`src/rtl/secuenciador_conversion_operandos_pkg.sv`:
```
// Shared definitions for the calculator operand path.
//   - State encoding of the operand-conversion sequencer (4-bit localparams).
//   - Error codes reported alongside listo.
//   - Largest 5-digit BCD value that still fits in 16 bits.
package pkg_calculadora;

    localparam logic [3:0] REPOSO     = 4'd0;
    localparam logic [3:0] VALIDAR    = 4'd1;
    localparam logic [3:0] LANZAR_A   = 4'd2;
    localparam logic [3:0] ESPERAR_A  = 4'd3;
    localparam logic [3:0] LIBERAR_A  = 4'd4;
    localparam logic [3:0] LANZAR_B   = 4'd5;
    localparam logic [3:0] ESPERAR_B  = 4'd6;
    localparam logic [3:0] LIBERAR_B  = 4'd7;
    localparam logic [3:0] FIN_OK     = 4'd8;
    localparam logic [3:0] FIN_ERROR  = 4'd9;

    localparam logic [1:0] ERR_OK     = 2'b00;
    localparam logic [1:0] ERR_DIGITO = 2'b01;
    localparam logic [1:0] ERR_RANGO  = 2'b10;
    localparam logic [1:0] ERR_TIEMPO = 2'b11;

    localparam logic [19:0] BCD_MAX_16 = 20'h65535;

    // States in which the converter handshake is pending and the timeout runs.
    function automatic logic es_fase_conversion(input logic [3:0] estado);
        return (estado == LANZAR_A)  || (estado == ESPERAR_A) || (estado == LIBERAR_A) ||
               (estado == LANZAR_B)  || (estado == ESPERAR_B) || (estado == LIBERAR_B);
    endfunction

endpackage

```
`src/rtl/secuenciador_conversion_operandos_validador.sv`:
```
// Combinational check of one 5-digit BCD operand.
//   bcd             in  20  operand, [19:16] most significant digit
//   digito_invalido out 1   some nibble is above 9
//   fuera_rango     out 1   digits are valid but the value exceeds 65535
module validador_bcd_operando
    import pkg_calculadora::*;
(
    input  logic [19:0] bcd,
    output logic        digito_invalido,
    output logic        fuera_rango
);

    always_comb begin
        digito_invalido = 1'b0;
        for (int i = 0; i < 5; i++) begin
            if (bcd[4*i +: 4] > 4'd9) begin
                digito_invalido = 1'b1;
            end
        end
        // With every nibble in 0..9, a plain magnitude compare of the BCD vector orders
        // exactly like the digit-wise decimal compare against 6,5,5,3,5.
        fuera_rango = !digito_invalido && (bcd > BCD_MAX_16);
    end

endmodule

```
`src/rtl/secuenciador_conversion_operandos.sv`:
```
// Sequences a single shared BCD-to-binary converter over operands A and B.
//   reloj, reset (sync, active-high)
//   inicio, operando_a_bcd, operando_b_bcd            request from entry logic
//   ocupado, listo, error_codigo                       status (registered)
//   operando_a_bin, operando_b_bin                     results, updated on successful listo
//   conv_inicio, conv_entrada_bcd                      converter command
//   conv_resultado_bin, conv_terminado                 converter response
module secuenciador_conversion_operandos
    import pkg_calculadora::*;
#(
    parameter int unsigned TIEMPO_MAX = 64
) (
    input  logic        reloj,
    input  logic        reset,
    input  logic        inicio,
    input  logic [19:0] operando_a_bcd,
    input  logic [19:0] operando_b_bcd,
    output logic        ocupado,
    output logic        listo,
    output logic [1:0]  error_codigo,
    output logic [15:0] operando_a_bin,
    output logic [15:0] operando_b_bin,
    output logic        conv_inicio,
    output logic [19:0] conv_entrada_bcd,
    input  logic [15:0] conv_resultado_bin,
    input  logic        conv_terminado
);

    localparam int unsigned AnchoCnt = $clog2(TIEMPO_MAX) + 1;
    // Leaving the phase when the counter would step to TIEMPO_MAX-1 lands listo exactly
    // TIEMPO_MAX cycles after the phase was entered.
    localparam logic [AnchoCnt-1:0] CntLimite = AnchoCnt'(TIEMPO_MAX - 2);

    logic [3:0]          estado_q, estado_d;
    logic [AnchoCnt-1:0] cnt_q, cnt_d;
    logic [19:0]         op_a_q, op_a_d, op_b_q, op_b_d;
    logic [15:0]         temp_a_q, temp_a_d, temp_b_q, temp_b_d;
    logic [15:0]         bin_a_q, bin_a_d, bin_b_q, bin_b_d;
    logic [19:0]         entrada_q, entrada_d;
    logic [1:0]          error_q, error_d;
    logic                ocupado_q, ocupado_d;
    logic                listo_q, listo_d;
    logic                conv_inicio_q, conv_inicio_d;

    logic inv_a, inv_b, rango_a, rango_b;
    logic tiempo_agotado;

    validador_bcd_operando u_valida_a (
        .bcd             (op_a_q),
        .digito_invalido (inv_a),
        .fuera_rango     (rango_a)
    );

    validador_bcd_operando u_valida_b (
        .bcd             (op_b_q),
        .digito_invalido (inv_b),
        .fuera_rango     (rango_b)
    );

    assign tiempo_agotado = es_fase_conversion(estado_q) && (cnt_q == CntLimite);

    always_comb begin
        estado_d      = estado_q;
        op_a_d        = op_a_q;
        op_b_d        = op_b_q;
        temp_a_d      = temp_a_q;
        temp_b_d      = temp_b_q;
        bin_a_d       = bin_a_q;
        bin_b_d       = bin_b_q;
        entrada_d     = entrada_q;
        error_d       = error_q;
        listo_d       = 1'b0;
        conv_inicio_d = 1'b0;

        case (estado_q)
            REPOSO: begin
                // A request arriving in the listo cycle is dropped, not queued.
                if (inicio && !listo_q) begin
                    op_a_d   = operando_a_bcd;
                    op_b_d   = operando_b_bcd;
                    error_d  = ERR_OK;
                    estado_d = VALIDAR;
                end
            end
            VALIDAR: begin
                if (inv_a || inv_b) begin
                    error_d  = ERR_DIGITO;
                    estado_d = FIN_ERROR;
                end else if (rango_a || rango_b) begin
                    error_d  = ERR_RANGO;
                    estado_d = FIN_ERROR;
                end else begin
                    entrada_d = op_a_q;
                    estado_d  = LANZAR_A;
                end
            end
            LANZAR_A, LANZAR_B: begin
                if (tiempo_agotado) begin
                    error_d  = ERR_TIEMPO;
                    estado_d = FIN_ERROR;
                end else if (!conv_terminado) begin
                    // A stale done from a previous conversion holds us here.
                    conv_inicio_d = 1'b1;
                    estado_d      = (estado_q == LANZAR_A) ? ESPERAR_A : ESPERAR_B;
                end
            end
            ESPERAR_A, ESPERAR_B: begin
                if (tiempo_agotado) begin
                    error_d  = ERR_TIEMPO;
                    estado_d = FIN_ERROR;
                end else if (conv_terminado) begin
                    if (estado_q == ESPERAR_A) begin
                        temp_a_d = conv_resultado_bin;
                        estado_d = LIBERAR_A;
                    end else begin
                        temp_b_d = conv_resultado_bin;
                        estado_d = LIBERAR_B;
                    end
                end
            end
            LIBERAR_A, LIBERAR_B: begin
                if (tiempo_agotado) begin
                    error_d  = ERR_TIEMPO;
                    estado_d = FIN_ERROR;
                end else if (!conv_terminado) begin
                    if (estado_q == LIBERAR_A) begin
                        entrada_d = op_b_q;
                        estado_d  = LANZAR_B;
                    end else begin
                        estado_d  = FIN_OK;
                    end
                end
            end
            FIN_OK: begin
                bin_a_d  = temp_a_q;
                bin_b_d  = temp_b_q;
                listo_d  = 1'b1;
                estado_d = REPOSO;
            end
            FIN_ERROR: begin
                listo_d  = 1'b1;
                estado_d = REPOSO;
            end
            default: begin
                estado_d = REPOSO;
            end
        endcase

        if ((estado_d != estado_q) || !es_fase_conversion(estado_q)) begin
            cnt_d = '0;
        end else begin
            cnt_d = cnt_q + AnchoCnt'(1);
        end

        ocupado_d = (estado_d != REPOSO);
    end

    always_ff @(posedge reloj) begin
        if (reset) begin
            estado_q      <= REPOSO;
            cnt_q         <= '0;
            op_a_q        <= '0;
            op_b_q        <= '0;
            temp_a_q      <= '0;
            temp_b_q      <= '0;
            bin_a_q       <= '0;
            bin_b_q       <= '0;
            entrada_q     <= '0;
            error_q       <= ERR_OK;
            ocupado_q     <= 1'b0;
            listo_q       <= 1'b0;
            conv_inicio_q <= 1'b0;
        end else begin
            estado_q      <= estado_d;
            cnt_q         <= cnt_d;
            op_a_q        <= op_a_d;
            op_b_q        <= op_b_d;
            temp_a_q      <= temp_a_d;
            temp_b_q      <= temp_b_d;
            bin_a_q       <= bin_a_d;
            bin_b_q       <= bin_b_d;
            entrada_q     <= entrada_d;
            error_q       <= error_d;
            ocupado_q     <= ocupado_d;
            listo_q       <= listo_d;
            conv_inicio_q <= conv_inicio_d;
        end
    end

    assign ocupado          = ocupado_q;
    assign listo            = listo_q;
    assign error_codigo     = error_q;
    assign operando_a_bin   = bin_a_q;
    assign operando_b_bin   = bin_b_q;
    assign conv_inicio      = conv_inicio_q;
    assign conv_entrada_bcd = entrada_q;

endmodule

```
`config.mk`:
```
export PLATFORM = sky130hd
export DESIGN_NAME = secuenciador_conversion_operandos
export DESIGN_NICKNAME = d
export VERILOG_FILES = /design/src/rtl/secuenciador_conversion_operandos_pkg.sv /design/src/rtl/secuenciador_conversion_operandos_validador.sv /design/src/rtl/secuenciador_conversion_operandos.sv
export SDC_FILE = /design/constraint.sdc
export NUM_CORES = 1
export LEC_CHECK = 0
export CAP_MARGIN = 10
export CELL_PAD_IN_SITES_DETAIL_PLACEMENT = 1
export CELL_PAD_IN_SITES_GLOBAL_PLACEMENT = 1
export CORE_ASPECT_RATIO = 1.75
export CORE_MARGIN = 2
export CORE_UTILIZATION = 35
export DETAILED_ROUTE_END_ITERATION = 10
export PLACE_DENSITY_LB_ADDON = 0.1
export SLEW_MARGIN = 20
export SYNTH_ARGS = -nofsm -noshare
export SYNTH_HDL_FRONTEND = slang
export SYNTH_SLANG_ARGS = --single-unit
```
`constraint.sdc`:
```
create_clock -name reloj -period 2.3 [get_ports reloj]
set_input_delay 0.345 -clock reloj [delete_from_list [all_inputs] [get_ports reloj]]
set_output_delay 0.345 -clock reloj [all_outputs]
set_load 0.01 [all_outputs]
```
==> impl_metrics.ini <==
[clock_network]
numCtsBuffers = 17
cts_tree = yes
clk_latency_ns = 0.42
clockRootBuffer = clkbuf_16
htreeDepth = 4
clkTransAtPathRegs_ns = 0.06
cts_max_path_buffers = 2
cts.sinks = 140

[global_route]
use_met1_pct = 21.5
grt_use_met2_pct = 43.0
grt_max_degree = 49
grt_busiest_layer = met2
antenna_found_initial = 0
groute.usage.overall_pct = 22.2
grt-ovfl-total = 0
grt_pass1_wl_um = 30500
grtUsageMet3_pct = 4.42
grt_pass1_vias = 5837

[placed_design]
dp_hpwl_um = 13900
place_area_mm2 = 0.00741
numPortBuffers = 116
post-place-cells = 989
gp_congestion = 0.898

[synthesis]
synth_warnings = 0
syn-num-nets = 733
synth-edff-count = 0
synth_most_common_cell = nand2_1
netlist_instances = 671
synth_top_cell_area_share_pct = 47.8
synth_top_cells_by_count = nand2_1, dfxtp_1, a21oi_1, nor2_1, mux2i_1
syn_area_per_cell_um2 = 8.74
ys_types = 48
netlist_area_mm2 = 0.00587
seq_area_frac_synth_pct = 47.8
synth_top_cell_by_area = dfxtp_1
synth_area_leaders = dfxtp_1, nand2_1, mux2i_1, a21oi_1, o31ai_2
async_flop_share_pct = 0
ys.flop_type = dfxtp_1
ys_seq_elements = 140

[route]
via_per_inst = 5.21
drt_first_pass_iters = 5
wirelength_um = 19700
via_count = 5342
ant_nets = 0
drt-initial-drc-count = 126
drc_errors = 0
wl_per_cell_um = 19.2

[die]
start_util_pct = 35.7
fp-row-count = 62
die_area_mm2 = 0.0179
ios = 117
coreArea_mm2 = 0.0164
fp.dieW_um = 102
die_y_um = 175

[cells_and_area]
fin_area_mm2 = 0.00830
diodes = 0
drive_above_1_share_pct = 14.3
area_growth_pct = 41.5
fin_nets = 851
stdcell_count = 1026

[worst_setup_path]
worst_setup_path_end_kind = flop
r2r_start = op_a_q[14]
crit_type = flop to flop
worst_setup_path_start_kind = flop
reg2regPathDepth = 8
critPathRequiredTime_ns = 2.63
cp_data_arrival_time_ns = 2.53
regToRegSetupSlack_ns = 0.1
cp_max_fo = 5
r2r_end = conv_entrada_bcd[7]

[sta]
min_period_ns = 2.20
fmaxAchievable_mhz = 454
timing_hold_violations_final = 0
tightestPinTransition_ns = 0.540
max-slew-margin-rel_pct = 63.7
fin_crit_sh_pct = 95.8
setup_viol = 0
finalMaxSlewViolations = 0
skew_ns = 0.0119
grt_setup_unrepaired = yes

[hold_path]
min_to = estado_q[0]
min-delay-start = reset
min_path_cells = 2
hp-class = input pin to flop

[pwr]
ir_drop_mv = 0.473
p_total_w = 0.00767
leakage_nw = 3.02
power_density_mw_per_mm2 = 925

[job]
drv_cap = 0

[outcome]
status = finished clean
-- cell families (layout without fill, tap and decap cells) --
family	count (synthesis)	after routing	share of synthesized area, %
and+or+nand+nor	279	282	22.5
DFF	140	140	47.8
muxes	53	53	9.04
buffers and inverters	55	183	3.92
adders and majority gates	2	2	0.427
AOI/OAI and AO/OA	134	134	15.2
xor gates and xnor gates	8	8	1.19
-- worst max-delay path, cell delays in order, from the launching register on --
cell,delay (ns)
dfxtp_1,0.32
buf_4,0.16
a211oi_1,0.24
nor2_1,0.08
a2111o_1,0.43
a32oi_4,0.25
nand3_4,0.15
and2_4,0.26
o31ai_4,0.22
-- layout by cell type, fill, tap and decap left out, types with 5 or more instances in the layout --
| master | synthesis | layout |
|---|---|---|
| nand2_1 | 155 | 155 |
| buf_4 | 0 | 22 |
| o31ai_2 | 20 | 15 |
| a21oi_1 | 78 | 78 |
| clkbuf_16 | 0 | 18 |
| nand4b_1 | 21 | 21 |
| nor3_1 | 5 | 5 |
| o21ai_0 | 17 | 16 |
| mux2i_1 | 53 | 53 |
| dfxtp_1 | 140 | 130 |
| nand3_1 | 6 | 6 |
| buf_12 | 0 | 8 |
| nor2_1 | 58 | 58 |
| o31ai_4 | 0 | 5 |
| dfxtp_2 | 0 | 10 |
| xnor2_1 | 5 | 5 |
| nand2b_1 | 5 | 5 |
| inv_6 | 0 | 5 |
| clkdlybuf4s50_1 | 0 | 115 |
-- per-stage QoR --
| stage | setup slack, ns | TNS [ns] | utilization (%) | hold WS, ns |
|---|---|---|---|---|
| CTS | 0.00792 | 0 | 49.3 | 0.335 |
| floorplan | 0.000110 | 0 | - | 0.430 |
| finish | 0.0976 | 0 | 50.5 | 0.360 |
| detailed placement | -0.131 | -0.131 | 45.1 | 0.449 |
| global placement | -0.00537 | -0.00537 | 45.1 | 0.440 |
| global route | 0.00737 | 0 | 50.5 | 0.374 |
-- layout make-up --
cell class / count / area, µm²
clock inverters: 15 / 225
fillers: 1899 / 8150
clock buffers: 17 / 425
repair buffers: 147 / 1510
flip-flops and latches: 140 / 2820
multi-input cells: 479 / 3020
inverters: 4 / 15.0
well taps: 224 / 280
-- how the worst max path moves through the flow --
| stage | cells after the start | endpoint | slack, ns | start |
|---|---|---|---|---|
| finish | 8 | conv_entrada_bcd[7] | 0.1 | op_a_q[14] |
| global route | 8 | error_codigo[1] | 0.007 | op_b_q[15] |
| CTS | 7 | conv_entrada_bcd[5] | 0.008 | op_a_q[6] |
| detailed placement | 8 | error_codigo[1] | -0.13 | op_a_q[13] |
| global placement | 8 | error_codigo[1] | -0.005 | op_a_q[13] |
| floorplan | 10 | temp_b_q[10] | 0.0001 | cnt_q[0] |
-- registers in the layout (all words and copies together) (netlist names), 2 cells and up --
name,count
conv_entrada_bcd,20
op_a_q,20
op_b_q,20
operando_a_bin,16
operando_b_bin,16
temp_a_q,16
temp_b_q,16
cnt_q,7
estado_q,4
error_codigo,2
-- power by group --
part | leakage [nW] | internal, W | switching (W)
sequential | 1.14 | 0.00263 | 0.000255
clock | 0.317 | 0.00187 | 0.00118
combinational | 1.56 | 0.000729 | 0.00101
total | 3.02 | 0.00523 | 0.00245
-- per-layer routing --
layer  share of wire (%)  vias up
met5                   0        -
met2                  58      126
li1                    -     2560
met4                 4.3        0
met1                  35     2615
met3                 3.3       41
-- timing repair --
item | in CTS | in global routing
endpoints found under the setup margin | 8 | 28
resized for setup | 10 | 30
setup buffers | 0 | 1
gates cloned | 0 | 4
hold buffers | 0 | 0
pin swaps | 5 | 11
Power figures use the tool's default switching activity.
